===== src/rtl/tick_period_meter_if.sv =====
// Bundles the measurement controls and results of the tick period meter.
// The meter itself connects through the slave modport; whatever drives the
// tick and reads back periods uses the master modport.
interface tick_period_meter_if #(
  parameter int unsigned n = 16
) ();

  logic         enable_i;
  logic         tickIn_i;
  logic [n-1:0] periodLimit_i;
  logic [n-1:0] period_o;
  logic         periodValid_o;
  logic         periodOver_o;
  logic         timeout_o;
  logic         busy_o;

  modport master (
    output enable_i,
    output tickIn_i,
    output periodLimit_i,
    input  period_o,
    input  periodValid_o,
    input  periodOver_o,
    input  timeout_o,
    input  busy_o
  );

  modport slave (
    input  enable_i,
    input  tickIn_i,
    input  periodLimit_i,
    output period_o,
    output periodValid_o,
    output periodOver_o,
    output timeout_o,
    output busy_o
  );

endinterface


===== src/rtl/tick_period_meter.sv =====
// Tick period meter: counts clk cycles between consecutive rising edges of a
// tick strobe, reports each interval with a one-cycle valid pulse, flags
// intervals above a programmable limit, and times out when the counter
// saturates without seeing another edge.
module tick_period_meter #(
  parameter int unsigned n = 16
) (
  input logic                 clk,
  input logic                 rst,
  tick_period_meter_if.slave  bus
);

  typedef enum logic {
    IDLE,
    MEASURE
  } state_t;

  localparam logic [n-1:0] MaxCount = '1;

  state_t       state_q;
  logic [n-1:0] count_q;
  logic         tickDly_q;
  logic [n-1:0] period_q;
  logic         periodValid_q;
  logic         periodOver_q;
  logic         timeout_q;
  logic         busy_q;
  logic         rise;

  // A held-high level counts once; the delayed copy is refreshed even while disabled.
  assign rise = bus.tickIn_i & ~tickDly_q;

  // Tick history register, independent of enable and state.
  always_ff @(posedge clk or posedge rst) begin
    if (rst) begin
      tickDly_q <= 1'b0;
    end else begin
      tickDly_q <= bus.tickIn_i;
    end
  end

  // Measurement FSM: arms on the first edge, then each edge closes one interval and opens the next.
  always_ff @(posedge clk or posedge rst) begin
    if (rst) begin
      state_q       <= IDLE;
      count_q       <= '0;
      period_q      <= '0;
      periodValid_q <= 1'b0;
      periodOver_q  <= 1'b0;
      timeout_q     <= 1'b0;
      busy_q        <= 1'b0;
    end else begin
      periodValid_q <= 1'b0;
      periodOver_q  <= 1'b0;
      timeout_q     <= 1'b0;
      if (!bus.enable_i) begin
        state_q <= IDLE;
        count_q <= '0;
        busy_q  <= 1'b0;
      end else begin
        case (state_q)
          IDLE: begin
            count_q <= '0;
            if (rise) begin
              state_q <= MEASURE;
              count_q <= {{(n-1){1'b0}}, 1'b1};
              busy_q  <= 1'b1;
            end
          end
          MEASURE: begin
            if (rise) begin
              period_q      <= count_q;
              periodValid_q <= 1'b1;
              periodOver_q  <= (count_q > bus.periodLimit_i);
              count_q       <= {{(n-1){1'b0}}, 1'b1};
            end else if (count_q == MaxCount) begin
              timeout_q <= 1'b1;
              count_q   <= '0;
              state_q   <= IDLE;
              busy_q    <= 1'b0;
            end else begin
              count_q <= count_q + 1'b1;
            end
          end
          default: begin
            state_q <= IDLE;
            count_q <= '0;
            busy_q  <= 1'b0;
          end
        endcase
      end
    end
  end

  assign bus.period_o      = period_q;
  assign bus.periodValid_o = periodValid_q;
  assign bus.periodOver_o  = periodOver_q;
  assign bus.timeout_o     = timeout_q;
  assign bus.busy_o        = busy_q;

endmodule


===== src/flat_wrapper.sv =====
// flat-port wrapper written by rule: the top's interface ports become plain ports
module tick_period_meter_flat 
#(
  parameter int unsigned n = 16
)
  (clk, rst, bus_enable_i, bus_tickIn_i, bus_periodLimit_i, bus_period_o, bus_periodValid_o, bus_periodOver_o, bus_timeout_o, bus_busy_o);
  tick_period_meter_if #(.n(n)) bus_i ();
  input logic clk;
  input logic rst;
  input wire logic [$bits(bus_i.enable_i)-1:0] bus_enable_i;
  input wire logic [$bits(bus_i.tickIn_i)-1:0] bus_tickIn_i;
  input wire logic [$bits(bus_i.periodLimit_i)-1:0] bus_periodLimit_i;
  output wire logic [$bits(bus_i.period_o)-1:0] bus_period_o;
  output wire logic [$bits(bus_i.periodValid_o)-1:0] bus_periodValid_o;
  output wire logic [$bits(bus_i.periodOver_o)-1:0] bus_periodOver_o;
  output wire logic [$bits(bus_i.timeout_o)-1:0] bus_timeout_o;
  output wire logic [$bits(bus_i.busy_o)-1:0] bus_busy_o;
  assign bus_i.enable_i = bus_enable_i;
  assign bus_i.tickIn_i = bus_tickIn_i;
  assign bus_i.periodLimit_i = bus_periodLimit_i;
  assign bus_period_o = bus_i.period_o;
  assign bus_periodValid_o = bus_i.periodValid_o;
  assign bus_periodOver_o = bus_i.periodOver_o;
  assign bus_timeout_o = bus_i.timeout_o;
  assign bus_busy_o = bus_i.busy_o;
  tick_period_meter #(.n(n)) u_core (.clk(clk), .rst(rst), .bus(bus_i));
endmodule

===== config.mk =====
export PLATFORM = sky130hd
export DESIGN_NAME = tick_period_meter_flat
export DESIGN_NICKNAME = d
export VERILOG_FILES = /design/src/rtl/tick_period_meter_if.sv /design/src/rtl/tick_period_meter.sv /design/src/flat_wrapper.sv
export SDC_FILE = /design/constraint.sdc
export NUM_CORES = 1
export LEC_CHECK = 0
export CAP_MARGIN = 40
export CORE_UTILIZATION = 35
export DETAILED_ROUTE_END_ITERATION = 6
export GPL_TIMING_DRIVEN = 0
export PLACE_DENSITY = 0.58
export SLEW_MARGIN = 20
export SYNTH_ARGS = -nofsm -noshare
export SYNTH_HDL_FRONTEND = slang
export SYNTH_SLANG_ARGS = --single-unit

===== constraint.sdc =====
create_clock -name clk -period 2.51 [get_ports clk]
set_clock_uncertainty 0.05 [all_clocks]
set_input_delay 0.502 -clock clk [delete_from_list [all_inputs] [get_ports clk]]
set_output_delay 0.502 -clock clk [all_outputs]
set_load 0.02 [all_outputs]

==> flow_metrics.env, run 1 <==
export IMPL_drc=0
export IMPL_cts_resized=0
export IMPL_worst_path_buf_inv=2
export IMPL_ant_nets=0
export IMPL_rsz0062_at_grt="false"
export IMPL_critPathSlowestCell="nor4_1"
export IMPL_r2r_start="u_core.count_q[14]"
export IMPL_grt_first_pass_wirelength_um=7060
export IMPL_fmax_mhz=465
export IMPL_clock_path_buffers=2
export IMPL_core_area_um2=5510
export IMPL_diodes=0
export IMPL_startpoint_type="input pin"
export IMPL_p_clk_share_pct=34.8
export IMPL_status="complete, no violations"
export IMPL_met3_usage_pct=3.29
export IMPL_cts_sinks=38
export IMPL_swShare_pct=23.4
export IMPL_maxCapViolCount=0
export IMPL_grtUsageMet2_pct=24.3
export IMPL_syn_cell_area_um2=2000
export IMPL_dieArea_um2=6020
export IMPL_finalNetCount=272
export IMPL_post_cts_buffers=0
export IMPL_ys_warn_count=0
export IMPL_slew_headroom_pct=70.5
export IMPL_post_synth_cell_area_avg_um2=10.6
export IMPL_synth_distinct_cells=33
export IMPL_grt_usage_pct=15.1
export IMPL_die_y_um=77.6
export IMPL_synth_seq_area_share_pct=47.6
export IMPL_port_buffers=39
export IMPL_rows=27
export IMPL_worst_r2r_cell_count=5
export IMPL_fin_crit_sh_pct=85.7
export IMPL_syn_nets=225
export IMPL_vias=1460
export IMPL_area_growth_pct=29.0
export IMPL_met1_usage_pct=20.0
export IMPL_synth_edf_count=0
export IMPL_synth_area_top_cells="dfrtp_1, ha_1, mux2_2"
export IMPL_tritoncts="done"
export IMPL_hold_buffers=0
export IMPL_powerDensity_nw_per_um2=436
export IMPL_synthFlopType="dfrtp_1"
export IMPL_drive_gt1_share_pct=13.6
export IMPL_tns_ps=0
export IMPL_grt_ovfl_total=0
export IMPL_endpoint="u_core.bus.periodOver_o"
export IMPL_numCtsBuffers=5
export IMPL_synth_commonest_cells="dfrtp_1, inv_1, ha_1"
export IMPL_drt_pass1_iter_count=4
export IMPL_power_switching_mw=0.263
export IMPL_critPathMaxStageDelay_ps=460
export IMPL_slew_viol_final=0
export IMPL_cts_htree_levels=2
export IMPL_synthCells=188
export IMPL_wirelength_um=4030
export IMPL_drt_iter0_drc=51
export IMPL_final_hold_violation_count=0
export IMPL_ios=40
export IMPL_p_int_mw=0.861
export IMPL_antenna_found_initial=0
export IMPL_grt_pass1_vias=1461
export IMPL_cpLargestDelayFamily="simple AND/OR/NAND/NOR gates"
export IMPL_final_cell_area_um2=2580
export IMPL_p_seq_share_pct=55.8
export IMPL_place_hpwl_um=2970
export IMPL_insertion_delay_ps=280
export IMPL_peakVddDrop_uv=224
export IMPL_grt_busiest_layer="met2"
export IMPL_wl_per_cell_um=13.1
export IMPL_gp_congestion=0.753
export IMPL_grt_max_degree=26
export IMPL_crit_path_start="bus_periodLimit_i[14]"
export IMPL_yosys_area_top_type="dfrtp_1"
export IMPL_r2r_end="u_core.bus.periodOver_o"
export IMPL_leakage_nw=1.25
export IMPL_ys_seq_elements=38
export IMPL_tightest_slew_ps=443
export IMPL_async_flop_share_pct=100
export IMPL_worstPathRequired_ps=2680
export IMPL_critical_path_depth=7
export IMPL_fin_hold_ws_ps=436
export IMPL_synth_most_common_cell="dfrtp_1"
export IMPL_synth_top_area_share_pct=47.6
export IMPL_r2r_slack_ps=590
export IMPL_post_dp_cell_area_um2=2500
export IMPL_critPathArrivalTime_ps=2320
export IMPL_finalSetupViolations=0
export IMPL_min_period_ps=2150
export IMPL_die_w_um=77.6
export IMPL_initial_core_util_pct=36.3
export IMPL_critPathCaptureType="register"
export IMPL_clockRootBuffer="clkbuf_8"
export IMPL_combPwrFrac_pct=9.4
export IMPL_hold_class="register to register"
export IMPL_critical_path_cell_chain="clkdlybuf4s50_1, inv_1, ha_1, nand4_1, nor4_1, a21boi_0, o31a_1"
export IMPL_crit_path_max_fanout=3
export IMPL_path_clk_slew_ps=70
export IMPL_vias_per_cell=4.76
export IMPL_crit_type="input pin to register"
[routing by layer]
metal | share of wire (%) | vias to the layer above
met5 | 0 | -
met4 | 1.3 | 0
met3 | 3.9 | 6
met2 | 45 | 31
met1 | 50 | 681
li1 | - | 742
[tightest hold or removal path, delay by kind of cell (launching register included)]
kind / cells / cell delay [ps]
compound gates: 1 / 60
flops: 1 / 350
simple gates: 1 / 50
[final cells by class]
cell class | instances | area, um2
sequential | 38 | 951
multi-input combinational | 124 | 940
fill | 524 | 2930
buffer | 6 | 32.5
clock inverter | 2 | 10.0
inverter | 20 | 75.1
tap | 72 | 90.1
timing repair buffer | 40 | 410
clock buffer | 5 | 68.8
[stage by stage]
step	utilization, %	setup slack (ps)	cells	total power [mW]
after floorplan	-	708	188	0.687
after global placement	45.0	102	299	0.741
after detailed placement	45.4	82.8	300	0.746
after CTS	46.8	372	307	1.15
after global routing	46.8	223	307	1.18
final	46.8	360	307	1.12
[logic make-up (layout without fill, tap and decap cells)]
group,Yosys count,count (layout),synth area share (%)
simple gates,57,57,15.7
flops,38,38,47.6
buf+inv,26,73,5.38
compound gates,24,24,7.51
fa+ha+maj,17,17,10.6
mux,14,14,7.89
xor+xnor,12,12,5.26
[sequential cells by signal, indices dropped and copies added (netlist names)]
signal                    flops
u_core.state_q                1
u_core.bus.period_o          16
u_core.bus.busy_o             1
u_core.count_q               16
u_core.bus.periodOver_o       1
u_core.tickDly_q              1
u_core.bus.periodValid_o      1
u_core.bus.timeout_o          1
[power by group through the flow]
| stage | logic, mW | clock network (mW) | registers, mW |
|---|---|---|---|
| floorplan | 0.0441 | 0 | 0.643 |
| global placement | 0.103 | 0 | 0.638 |
| detailed placement | 0.108 | 0 | 0.638 |
| CTS | 0.108 | 0.412 | 0.626 |
| global route | 0.120 | 0.435 | 0.628 |
| finish | 0.106 | 0.391 | 0.627 |
[layout by cell type (no fill, tap or decap), types with 2 or more instances in the layout]
| master | count |
|---|---|
| clkdlybuf4s50_1 | 39 |
| dfrtp_1 | 38 |
| inv_1 | 19 |
| ha_1 | 17 |
| mux2_2 | 14 |
| nor2_1 | 14 |
| nand3_1 | 12 |
| xor2_1 | 10 |
| nand2_1 | 9 |
| a21oi_1 | 8 |
| o21ai_0 | 7 |
| nand4_1 | 5 |
| clkbuf_8 | 5 |
| and4_1 | 3 |
| nor2b_1 | 2 |
| clkbuf_1 | 2 |
| and3_1 | 2 |
| buf_2 | 2 |
| buf_4 | 2 |
| or3_1 | 2 |
| nand2b_1 | 2 |
| xnor2_1 | 2 |
| nor3_1 | 2 |
| o211ai_1 | 2 |
| clkinv_2 | 2 |
[how the worst min path moves through the flow]
stage / cells past startpoint / end / start
finish: 2 / u_core.bus.period_o[0] / u_core.bus.period_o[0]
global route: 2 / u_core.bus.periodValid_o / rst
CTS: 2 / u_core.bus.period_o[0] / u_core.bus.period_o[0]
detailed placement: 2 / u_core.bus.period_o[0] / u_core.bus.period_o[0]
global placement: 2 / u_core.bus.period_o[0] / u_core.bus.period_o[0]
floorplan: 1 / u_core.bus.busy_o / u_core.state_q
Note: power is estimated with default switching activity, not from simulation.
==> inputs of run 2 (changes only) <==
--- a/config.mk
+++ b/config.mk
@@ -10,6 +10,7 @@
 export DETAILED_ROUTE_END_ITERATION = 6
 export GPL_TIMING_DRIVEN = 0
 export PLACE_DENSITY = 0.58
+export SETUP_SLACK_MARGIN = 0.02
 export SLEW_MARGIN = 20
 export SYNTH_ARGS = -nofsm -noshare
 export SYNTH_HDL_FRONTEND = slang
==> results of run 2 <==
No change in the layout: final DEF, timing and power equal those of run 1.
==> inputs of run 3 (changes only) <==
--- a/config.mk
+++ b/config.mk
@@ -6,10 +6,12 @@
 export NUM_CORES = 1
 export LEC_CHECK = 0
 export CAP_MARGIN = 40
-export CORE_UTILIZATION = 35
+export CORE_MARGIN = 2
+export CORE_UTILIZATION = 55
 export DETAILED_ROUTE_END_ITERATION = 6
 export GPL_TIMING_DRIVEN = 0
-export PLACE_DENSITY = 0.58
+export PLACE_DENSITY = 0.84
+export RECOVER_POWER = 50
 export SETUP_SLACK_MARGIN = 0.02
 export SLEW_MARGIN = 20
 export SYNTH_ARGS = -nofsm -noshare
==> flow_metrics.env, run 3 (synthesis gave the netlist of run 1 again) <==
export IMPL_final_hold_violation_count=0
export IMPL_worst_path_buf_inv=2
export IMPL_cpLargestDelayFamily="buffers and inverters"
export IMPL_min_delay_start="u_core.bus.period_o[0]"
export IMPL_peakVddDrop_uv=380
export IMPL_slew_viol_final=0
export IMPL_die_w_um=64.3
export IMPL_crit_type="register to register"
export IMPL_maxCapViolCount=0
export IMPL_crit_path_max_fanout=10
export IMPL_placed_cells=274
export IMPL_startpoint_type="register"
export IMPL_diodes=0
export IMPL_critPathSlowestCell="dfrtp_1"
export IMPL_vias=1528
export IMPL_grt_usage_pct=22.3
export IMPL_n_fill_cell=247
export IMPL_place_hpwl_um=2920
export IMPL_final_cell_mix="dfrtp_1, clkdlybuf4s50_1, inv_1"
export IMPL_critPathCaptureType="register"
export IMPL_cts_sinks=38
export IMPL_port_buffers=39
export IMPL_numCtsBuffers=5
export IMPL_finalPower_mw=1.14
export IMPL_ios=40
export IMPL_worstPathRequired_ps=2700
export IMPL_grt_ovfl_total=0
export IMPL_die_y_um=64.3
export IMPL_rows=21
export IMPL_area_growth_pct=27.2
export IMPL_core_area_um2=3420
export IMPL_slew_headroom_pct=56.9
export IMPL_r2r_start="u_core.count_q[1]"
export IMPL_grt_max_degree=27
export IMPL_drt_iter0_drc=68
export IMPL_insertion_delay_ps=350
export IMPL_post_cts_buffers=0
export IMPL_min_period_ps=2100
export IMPL_dieArea_um2=4130
export IMPL_fin_hold_ws_ps=450
export IMPL_rsz0062_at_grt="false"
export IMPL_tightest_slew_ps=646
export IMPL_finalNonFillerCells=282
export IMPL_gp_congestion=0.804
export IMPL_critPathArrivalTime_ps=2290
export IMPL_critPathMaxStageDelay_ps=440
export IMPL_path_clk_slew_ps=120
export IMPL_clock_path_buffers=2
export IMPL_cts_resized=0
export IMPL_tritoncts="done"
export IMPL_tns_ps=0
export IMPL_critical_path_cell_chain="ha_1, and3_1, clkbuf_1, nand3_1, o21bai_2, buf_4, nor2_1"
export IMPL_antenna_found_initial=0
export IMPL_leakage_nw=1.25
export IMPL_powerDensity_nw_per_um2=450
export IMPL_fin_crit_sh_pct=83.6
export IMPL_drt_pass1_iter_count=4
export IMPL_clockRootBuffer="clkbuf_4"
export IMPL_utilization_pct=74.4
export IMPL_status="complete, no violations"
export IMPL_cts_htree_levels=2
export IMPL_ant_nets=0
export IMPL_grt_pass1_vias=1540
export IMPL_initial_core_util_pct=58.5
export IMPL_finalSetupViolations=0
export IMPL_layout_commonest_cell="dfrtp_1"
export IMPL_vias_per_cell=5.42
export IMPL_wirelength_um=4000
export IMPL_finalNetCount=272
export IMPL_wl_per_cell_um=14.2
export IMPL_drive_gt1_share_pct=12.7
export IMPL_hold_class="register to register"
export IMPL_drc=0
export IMPL_fmax_mhz=477
export IMPL_r2r_slack_ps=410
export IMPL_crit_path_start="u_core.count_q[1]"
export IMPL_hold_buffers=0
export IMPL_grt_first_pass_wirelength_um=6980
[run 3: final timing paths]
kind,depth (start not counted),endpoint
worst max-delay path,7,u_core.count_q[9]
worst min register to register,2,u_core.bus.period_o[0]
max in group asynchronous,3,u_core.count_q[7]
min in group asynchronous,2,u_core.bus.period_o[12]
worst min-delay path,2,u_core.bus.period_o[0]
worst max register to register,7,u_core.count_q[9]
[run 3: layout make-up]
cell class              count  area [um2]  area share [%]
clock buffers               5        37.5            1.48
multi-input cells         124         940            37.0
plain buffers               6        30.0            1.18
flip-flops and latches     38         951            37.4
clock inverters             3        40.0            1.58
inverters                  20        75.1            2.95
well taps                  46        57.6            2.26
repair buffers             40         410            16.1
[run 3: stage by stage]
stage / worst slack (ps) / cell area (um2)
floorplan: 708 / 2000
global placement: 163 / 2450
detailed placement: 138 / 2470
CTS: 502 / 2540
global route: 303 / 2540
finish: 412 / 2540
[run 3: routing by layer]
metal	track usage (%)	vias up	share of wire (%)
met2	36.8	44	50
met5	0	-	0
met3	4.93	6	4.5
li1	-	741	-
met1	27.8	737	44
met4	10.4	0	1.6
[run 3: worst register-to-register path, stage by stage, from the launching register on]
cell	delay, ps
dfrtp_1	440
ha_1	210
and3_1	160
clkbuf_1	360
nand3_1	220
o21bai_2	260
buf_4	230
nor2_1	70
[run 3: where the power goes]
part           internal (mW)  switching (mW)  total (mW)
Clock                  0.206           0.205       0.411
Combinational         0.0538          0.0508       0.105
Sequential             0.620         0.00645       0.626
Total                  0.880           0.262        1.14
